==> config.mk <==
export PLATFORM = sky130hd
export DESIGN_NAME = safe_keypad_ctrl
export DESIGN_NICKNAME = d
export VERILOG_FILES = /design/src/rtl/safe_keypad_ctrl_pkg.sv /design/src/rtl/safe_keypad_ctrl_timer.sv /design/src/rtl/safe_keypad_ctrl.sv
export SDC_FILE = /design/constraint.sdc
export NUM_CORES = 1
export LEC_CHECK = 0
export ABC_CLOCK_PERIOD_IN_PS = 5350
export CAP_MARGIN = 40
export CORE_MARGIN = 8
export CORE_UTILIZATION = 60
export DETAILED_ROUTE_END_ITERATION = 8
export DONT_BUFFER_PORTS = 1
export PLACE_DENSITY_LB_ADDON = 0.15
export SYNTH_ARGS = -nofsm -noshare
export SYNTH_HDL_FRONTEND = slang
export SYNTH_SLANG_ARGS = --single-unit
==> constraint.sdc <==
create_clock -name clk -period 5.35 [get_ports clk]
set_clock_uncertainty 0.1 [all_clocks]
set_input_delay 1.07 -clock clk [delete_from_list [all_inputs] [get_ports clk]]
set_output_delay 1.07 -clock clk [all_outputs]
set_load 0.03 [all_outputs]
==> src/rtl/safe_keypad_ctrl_pkg.sv <==
// Shared state encodings and elaboration-time helpers for the keypad safe controller.
package safe_keypad_ctrl_pkg;

   typedef enum logic [2:0] {
      ST_LOCKED  = 3'd0,
      ST_ENTRY   = 3'd1,
      ST_CHECK   = 3'd2,
      ST_OPEN    = 3'd3,
      ST_PROG    = 3'd4,
      ST_LOCKOUT = 3'd5
   } state_e;

   function automatic int code_w(input int code_len, input int digit_w);
      return code_len * digit_w;
   endfunction

   function automatic int max3(input int a, input int b, input int c);
      int m;
      m = (a > b) ? a : b;
      return (m > c) ? m : c;
   endfunction

   // One bit minimum so a degenerate 1-cycle configuration still elaborates.
   function automatic int timer_w(input int a, input int b, input int c);
      int m;
      m = max3(a, b, c);
      return (m < 2) ? 1 : $clog2(m);
   endfunction

endpackage

==> src/rtl/safe_keypad_ctrl_timer.sv <==
// Loadable down-counter with zero flag; shared by the open, lockout and error-hold intervals.
module safe_keypad_ctrl_timer #(
   parameter int W = 8
) (
   input  logic         clk,
   input  logic         rst_n,
   input  logic         load_i,
   input  logic [W-1:0] load_val_i,
   output logic         zero_o
);

   logic [W-1:0] count_q;
   logic [W-1:0] count_d;

   // Next count: a load wins, otherwise decrement and park at zero.
   always_comb begin
      count_d = count_q;
      if (load_i) begin
         count_d = load_val_i;
      end else if (count_q != {W{1'b0}}) begin
         count_d = count_q - {{(W-1){1'b0}}, 1'b1};
      end else begin
         count_d = count_q;
      end
   end

   // Counter register.
   always_ff @(posedge clk or negedge rst_n) begin
      if (!rst_n) begin
         count_q <= {W{1'b0}};
      end else begin
         count_q <= count_d;
      end
   end

   assign zero_o = (count_q == {W{1'b0}});

endmodule

==> src/rtl/safe_keypad_ctrl.sv <==
// Keypad safe controller: code entry and check, failed-attempt lockout, timed relock, re-programming.
module safe_keypad_ctrl
   import safe_keypad_ctrl_pkg::*;
#(
   parameter int                             DIGIT_W        = 4,
   parameter int                             CODE_LEN       = 4,
   parameter logic [CODE_LEN*DIGIT_W-1:0]    DEFAULT_CODE   = 16'h1234,
   parameter int                             MAX_FAILS      = 3,
   parameter int                             OPEN_CYCLES    = 1000,
   parameter int                             LOCKOUT_CYCLES = 5000,
   parameter int                             ERR_CYCLES     = 50
) (
   input  logic                             clk,
   input  logic                             rst_n,
   input  logic                             key_valid,
   input  logic [DIGIT_W-1:0]               key_val,
   input  logic                             key_enter,
   input  logic                             key_clear,
   input  logic                             key_prog,
   output logic                             lock,
   output logic                             green,
   output logic                             blue,
   output logic                             lockout,
   output logic [$clog2(MAX_FAILS+1)-1:0]   fail_cnt,
   output logic [2:0]                       state_o
);

   localparam int CODE_W = code_w(CODE_LEN, DIGIT_W);
   localparam int DCNT_W = $clog2(CODE_LEN + 2);
   localparam int FAIL_W = $clog2(MAX_FAILS + 1);
   localparam int TMR_W  = timer_w(OPEN_CYCLES, LOCKOUT_CYCLES, ERR_CYCLES);

   localparam logic [DCNT_W-1:0] DCNT_FULL = DCNT_W'(CODE_LEN);
   localparam logic [DCNT_W-1:0] DCNT_OVF  = DCNT_W'(CODE_LEN + 1);
   localparam logic [FAIL_W-1:0] FAIL_LAST = FAIL_W'(MAX_FAILS - 1);
   localparam logic [FAIL_W-1:0] FAIL_MAX  = FAIL_W'(MAX_FAILS);
   localparam logic [TMR_W-1:0]  T_OPEN    = TMR_W'(OPEN_CYCLES - 1);
   localparam logic [TMR_W-1:0]  T_LOCKOUT = TMR_W'(LOCKOUT_CYCLES - 1);
   localparam logic [TMR_W-1:0]  T_ERR     = TMR_W'(ERR_CYCLES - 1);

   state_e              state_q, state_d;
   logic [CODE_W-1:0]   code_q, code_d;
   logic [CODE_W-1:0]   buf_q, buf_d;
   logic [DCNT_W-1:0]   dcnt_q, dcnt_d;
   logic [FAIL_W-1:0]   fail_q, fail_d;
   logic                err_q, err_d;
   logic                match_q;
   logic                lock_q, green_q, blue_q, lockout_q;

   logic                do_clear_s, do_enter_s, do_prog_s, do_digit_s;
   logic [CODE_W-1:0]   buf_shift_s;
   logic [DCNT_W-1:0]   dcnt_inc_s;
   logic                match_s;
   logic                tmr_load_s;
   logic [TMR_W-1:0]    tmr_val_s;
   logic                tmr_zero_s;

   // Only the highest-priority strobe in a cycle is acted on: clear > enter > prog > digit.
   assign do_clear_s = key_clear;
   assign do_enter_s = key_enter & ~key_clear;
   assign do_prog_s  = key_prog & ~key_enter & ~key_clear;
   assign do_digit_s = key_valid & ~key_prog & ~key_enter & ~key_clear;

   assign buf_shift_s = (buf_q << DIGIT_W) | CODE_W'(key_val);
   assign dcnt_inc_s  = (dcnt_q == DCNT_OVF) ? dcnt_q : (dcnt_q + DCNT_W'(1));
   assign match_s     = (dcnt_q == DCNT_FULL) && (buf_q == code_q);

   safe_keypad_ctrl_timer #(
      .W (TMR_W)
   ) u_timer (
      .clk        (clk),
      .rst_n      (rst_n),
      .load_i     (tmr_load_s),
      .load_val_i (tmr_val_s),
      .zero_o     (tmr_zero_s)
   );

   // Next-state, datapath and timer-load decode.
   always_comb begin
      state_d    = state_q;
      code_d     = code_q;
      buf_d      = buf_q;
      dcnt_d     = dcnt_q;
      fail_d     = fail_q;
      err_d      = err_q;
      tmr_load_s = 1'b0;
      tmr_val_s  = {TMR_W{1'b0}};

      // The error hold expires on its own unless a state below reloads the timer.
      if (err_q && tmr_zero_s) begin
         err_d = 1'b0;
      end else begin
         err_d = err_q;
      end

      case (state_q)
         ST_LOCKED: begin
            if (do_digit_s) begin
               state_d = ST_ENTRY;
               buf_d   = buf_shift_s;
               dcnt_d  = dcnt_inc_s;
            end else begin
               state_d = ST_LOCKED;
            end
         end
         ST_ENTRY: begin
            if (do_clear_s) begin
               state_d = ST_LOCKED;
               buf_d   = {CODE_W{1'b0}};
               dcnt_d  = {DCNT_W{1'b0}};
            end else if (do_enter_s) begin
               state_d = ST_CHECK;
            end else if (do_digit_s) begin
               buf_d  = buf_shift_s;
               dcnt_d = dcnt_inc_s;
            end else begin
               state_d = ST_ENTRY;
            end
         end
         ST_CHECK: begin
            buf_d      = {CODE_W{1'b0}};
            dcnt_d     = {DCNT_W{1'b0}};
            tmr_load_s = 1'b1;
            if (match_q) begin
               state_d   = ST_OPEN;
               fail_d    = {FAIL_W{1'b0}};
               err_d     = 1'b0;
               tmr_val_s = T_OPEN;
            end else if (fail_q == FAIL_LAST) begin
               state_d   = ST_LOCKOUT;
               fail_d    = FAIL_MAX;
               err_d     = 1'b0;
               tmr_val_s = T_LOCKOUT;
            end else begin
               state_d   = ST_LOCKED;
               fail_d    = fail_q + FAIL_W'(1);
               err_d     = 1'b1;
               tmr_val_s = T_ERR;
            end
         end
         ST_OPEN: begin
            if (do_clear_s || tmr_zero_s) begin
               state_d = ST_LOCKED;
            end else if (do_prog_s) begin
               state_d = ST_PROG;
               buf_d   = {CODE_W{1'b0}};
               dcnt_d  = {DCNT_W{1'b0}};
            end else begin
               state_d = ST_OPEN;
            end
         end
         ST_PROG: begin
            if (do_clear_s) begin
               state_d = ST_LOCKED;
               buf_d   = {CODE_W{1'b0}};
               dcnt_d  = {DCNT_W{1'b0}};
            end else if (do_enter_s) begin
               // A short or overflowed entry leaves the stored code untouched.
               if (dcnt_q == DCNT_FULL) begin
                  code_d = buf_q;
               end else begin
                  code_d = code_q;
               end
               state_d = ST_LOCKED;
               buf_d   = {CODE_W{1'b0}};
               dcnt_d  = {DCNT_W{1'b0}};
            end else if (do_digit_s) begin
               buf_d  = buf_shift_s;
               dcnt_d = dcnt_inc_s;
            end else begin
               state_d = ST_PROG;
            end
         end
         ST_LOCKOUT: begin
            if (tmr_zero_s) begin
               state_d = ST_LOCKED;
               fail_d  = {FAIL_W{1'b0}};
            end else begin
               state_d = ST_LOCKOUT;
            end
         end
         default: begin
            state_d = ST_LOCKED;
            buf_d   = {CODE_W{1'b0}};
            dcnt_d  = {DCNT_W{1'b0}};
            err_d   = 1'b0;
         end
      endcase
   end

   // State, datapath and output registers; outputs decode the next state so they align with it.
   always_ff @(posedge clk or negedge rst_n) begin
      if (!rst_n) begin
         state_q   <= ST_LOCKED;
         code_q    <= DEFAULT_CODE;
         buf_q     <= {CODE_W{1'b0}};
         dcnt_q    <= {DCNT_W{1'b0}};
         fail_q    <= {FAIL_W{1'b0}};
         err_q     <= 1'b0;
         match_q   <= 1'b0;
         lock_q    <= 1'b1;
         green_q   <= 1'b0;
         blue_q    <= 1'b0;
         lockout_q <= 1'b0;
      end else begin
         state_q   <= state_d;
         code_q    <= code_d;
         buf_q     <= buf_d;
         dcnt_q    <= dcnt_d;
         fail_q    <= fail_d;
         err_q     <= err_d;
         match_q   <= match_s;
         lock_q    <= ~((state_d == ST_OPEN) || (state_d == ST_PROG));
         green_q   <= (state_d == ST_OPEN);
         blue_q    <= err_d || (state_d == ST_PROG) || (state_d == ST_LOCKOUT);
         lockout_q <= (state_d == ST_LOCKOUT);
      end
   end

   assign lock     = lock_q;
   assign green    = green_q;
   assign blue     = blue_q;
   assign lockout  = lockout_q;
   assign fail_cnt = fail_q;
   assign state_o  = state_q;

endmodule

==> results.yml <==
die:
  core_area_mm2: 0.005371
  rows: 27
  die_x_um: 89.73
  die_area_mm2: 0.008051
  start_util_pct: 60.73
  io_pins: 19
  die_h_um: 89.73
yosys:
  synth_ff_type: "dfrtp_1"
  muxShareOfSynthArea_pct: 6.291
  yosys_warnings: 0
  syn_nets: 336
  synth-compound-area-share_pct: 17.91
  postSynthCellCount: 320
  synth_top_area_cell: "dfrtp_1"
  syn-cell-area_mm2: 0.003262
  synth_area_leaders: "dfrtp_1 41%, dfstp_2 4.8%, xor2_1 4.3%"
  syn_area_per_cell_um2: 10.19
  synth-seq-area-share_pct: 45.49
  synth_edf_count: 0
  yosysTopAreaCellShare_pct: 40.66
  synthAdderAreaFrac_pct: 2.301
  synth_top_family_by_area: "compound AO/OA/AOI/OAI gates"
  synth_simple_gate_area_share_pct: 17.84
  synthXorXnorAreaFrac_pct: 4.833
  yosys_register_bits: 59
  async_flop_share_pct: 100.0
  yosysMostFrequentCell: "dfrtp_1"
  synth_cell_types: 59
  netlist_top_cells_count: "53 x dfrtp_1, 30 x nor2_1, 24 x inv_1"
critical_path:
  endpoint: "blue"
  crit_arrival_ns: 2.70
  cp_max_fo: 19
  reg2reg_to: "blue"
  r2r-start: "state_o[1]"
  critPathLaunch: "state_o[1]"
  critPathMaxStageDelay_ns: 0.81
  crit_chain: "or3b_1 > nor3_2 > a31o_2 > nand2b_1"
  critPathCaptureType: "flip-flop"
  worstPathRequired_ns: 5.52
  reg2regPathDepth: 4
  reg2reg_slack_ns: 2.82
  crit_path_start_kind: "flip-flop"
  slowest_stage: "dfrtp_1"
  critPathKind: "flip-flop to flip-flop"
sta:
  setup_violations: 0
  rsz0062_at_grt: "false"
  relSlewSlack_pct: 45.67
  fin_crit_sh_pct: 47.24
  tightest_slew_ns: 0.8150
  setup_tns_ns: 0
  max_freq_mhz: 395.6
  final_hold_viol_count: 0
  fin_crit_ns: 2.528
  drv_slew: 0
routing:
  routedWlPerCell_um: 16.24
  drt_iter0_markers: 112
  antenna_left: 0
  via_per_inst: 5.900
  vias: 2354
  drtPass1Iterations: 4
  routed_wl_mm: 6.481
  remaining_drc_errors: 0
cts:
  post_cts_buffers: 0
  cts_hold_buf: 0
  clkTransAtPathRegs_ns: 0.06
  cts_max_level: 3
  clock_latency_ns: 0.34
  cts_buffers: 9
  root_buffer: "clkbuf_8"
  cts_sinks: 59
  cts_resized: 0
  cts_tree: "done"
  clockBufferDepth: 2
final_layout:
  drive_gt1_share_pct: 15.60
  layout.nets: 338
  design_area_mm2: 0.003481
  stdcell_count: 399
  area_growth_pct: 6.713
  diodes: 0
power_and_ir_drop:
  switching_share_pct: 35.88
  p_clk_share_pct: 24.1
  switchingPower_mw: 0.5336
  p_per_area_mw_per_mm2: 427.2
  seq_power_share_pct: 47.2
  p_int_mw: 0.9534
  comb_power_share_pct: 28.7
  vdd.ir_drop.worst_v: 0.0002998
  leakagePower_nw: 1.605
status:
  status: "complete, no violations"
global_routing:
  grt_start_max_net_pins: 60
  antenna_found_initial: 0
  grt_pass1_vias: 2417
  grt_pass1_wl_mm: 11.62
  grt_overflow: 0
  grt_usage_pct: 17.63
place:
  port_buffers: 0
  place_congestion: 0.8223
  hpwl_mm: 4.377
  placed_area_mm2: 0.003308
  dp_cells: 383
flow_run:
  drv_cap: 0
min_path:
  worstHoldPathType: "input port to async pin"
power by group through the flow:
stage                     Clock, mW  Sequential, mW  Combinational [mW]
after floorplan                   0           0.674               0.370
after global placement            0           0.705               0.414
after detailed placement          0           0.709               0.429
after CTS                     0.369           0.702               0.433
after global routing          0.390           0.718               0.492
final                         0.358           0.702               0.427
worst min-delay path by stage:
stage,from,depth (start not counted),endpoint
2_1_floorplan,err_q,1,err_q
3_3_place_gp,err_q,1,err_q
3_5_place_dp,err_q,1,err_q
4_1_cts,rst_n,0,u_timer.count_q[9]
5_1_grt,rst_n,0,u_timer.count_q[9]
6_report,rst_n,0,u_timer.count_q[9]
cells in the final DEF, fill, tap and decap left out, drive strengths merged, types with 2 or more instances in the layout:
| cell type | netlist | routed |
|---|---|---|
| dfrtp | 53 | 53 |
| a2bb2oi | 2 | 2 |
| a21o | 4 | 4 |
| inv | 25 | 25 |
| mux2 | 17 | 17 |
| a211oi | 4 | 4 |
| a32o | 2 | 2 |
| xnor2 | 2 | 2 |
| ha | 6 | 6 |
| clkbuf | 3 | 14 |
| or3 | 5 | 5 |
| nor3 | 7 | 7 |
| a31oi | 9 | 9 |
| a31o | 3 | 3 |
| or2 | 2 | 2 |
| a21oi | 11 | 11 |
| nand2 | 20 | 20 |
| or4 | 2 | 2 |
| xor2 | 16 | 16 |
| buf | 9 | 3 |
| o211ai | 2 | 2 |
| nand3 | 3 | 3 |
| or4b | 3 | 3 |
| nor2 | 30 | 30 |
| nand4 | 4 | 4 |
| or3b | 2 | 2 |
| a22oi | 15 | 15 |
| nor4b | 2 | 2 |
| o21ai | 24 | 24 |
| nor2b | 4 | 4 |
| clkinv | 0 | 2 |
| dfstp | 6 | 6 |
| nor4 | 5 | 5 |
| nand2b | 8 | 8 |
metrics by stage:
| step | power [mW] | hold WS (ns) | utilization (%) | worst slack, ns |
|---|---|---|---|---|
| floorplan | 1.044 | 0.3699 | - | 2.931 |
| global placement | 1.119 | 0.3797 | 61.17 | 2.602 |
| detailed placement | 1.138 | 0.3908 | 61.59 | 2.595 |
| CTS | 1.504 | 0.3055 | 64.80 | 2.812 |
| global route | 1.599 | 0.2982 | 64.80 | 2.679 |
| finish | 1.487 | 0.3241 | 64.80 | 2.822 |
state kept, by name, summed over array words and instances, names as in the netlist:
name             cells
blue                 1
buf_q               16
code_q              16
dcnt_q               3
err_q                1
fail_cnt             2
green                1
lock                 1
lockout              1
match_q              1
state_o              3
u_timer.count_q     13
area by class of cell:
class,instances,area [µm²]
clock buffers,14,162.7
clock inverters,2,10.01
fillers,418,1891
inverters,25,93.84
multi-input cells,224,1610
flip-flops and latches,59,1484
well taps,72,90.09
repair buffers,3,30.03
worst max-delay path, delay by kind of cell, from the launching register on:
| kind | cells | cell delay [ns] |
|---|---|---|
| simple gates | 3 | 1.35 |
| compound gates | 1 | 0.20 |
| flops | 1 | 0.81 |
logic make-up (layout without fill, tap and decap cells):
group,after synthesis,in the layout
flip-flops,59,59
AND/OR/NAND/NOR,100,100
AO/OA/AOI/OAI,82,82
buffers and inverters,37,44
multiplexers,18,18
XOR/XNOR,18,18
adder cells (fa/ha/maj),6,6
layer usage:
metal	track usage [%]	share of wire, %
met5	0	0
met4	10.86	2.2
met3	3.574	4.1
met2	28.77	49
met1	20.86	45
Power figures use the tool's default switching activity.
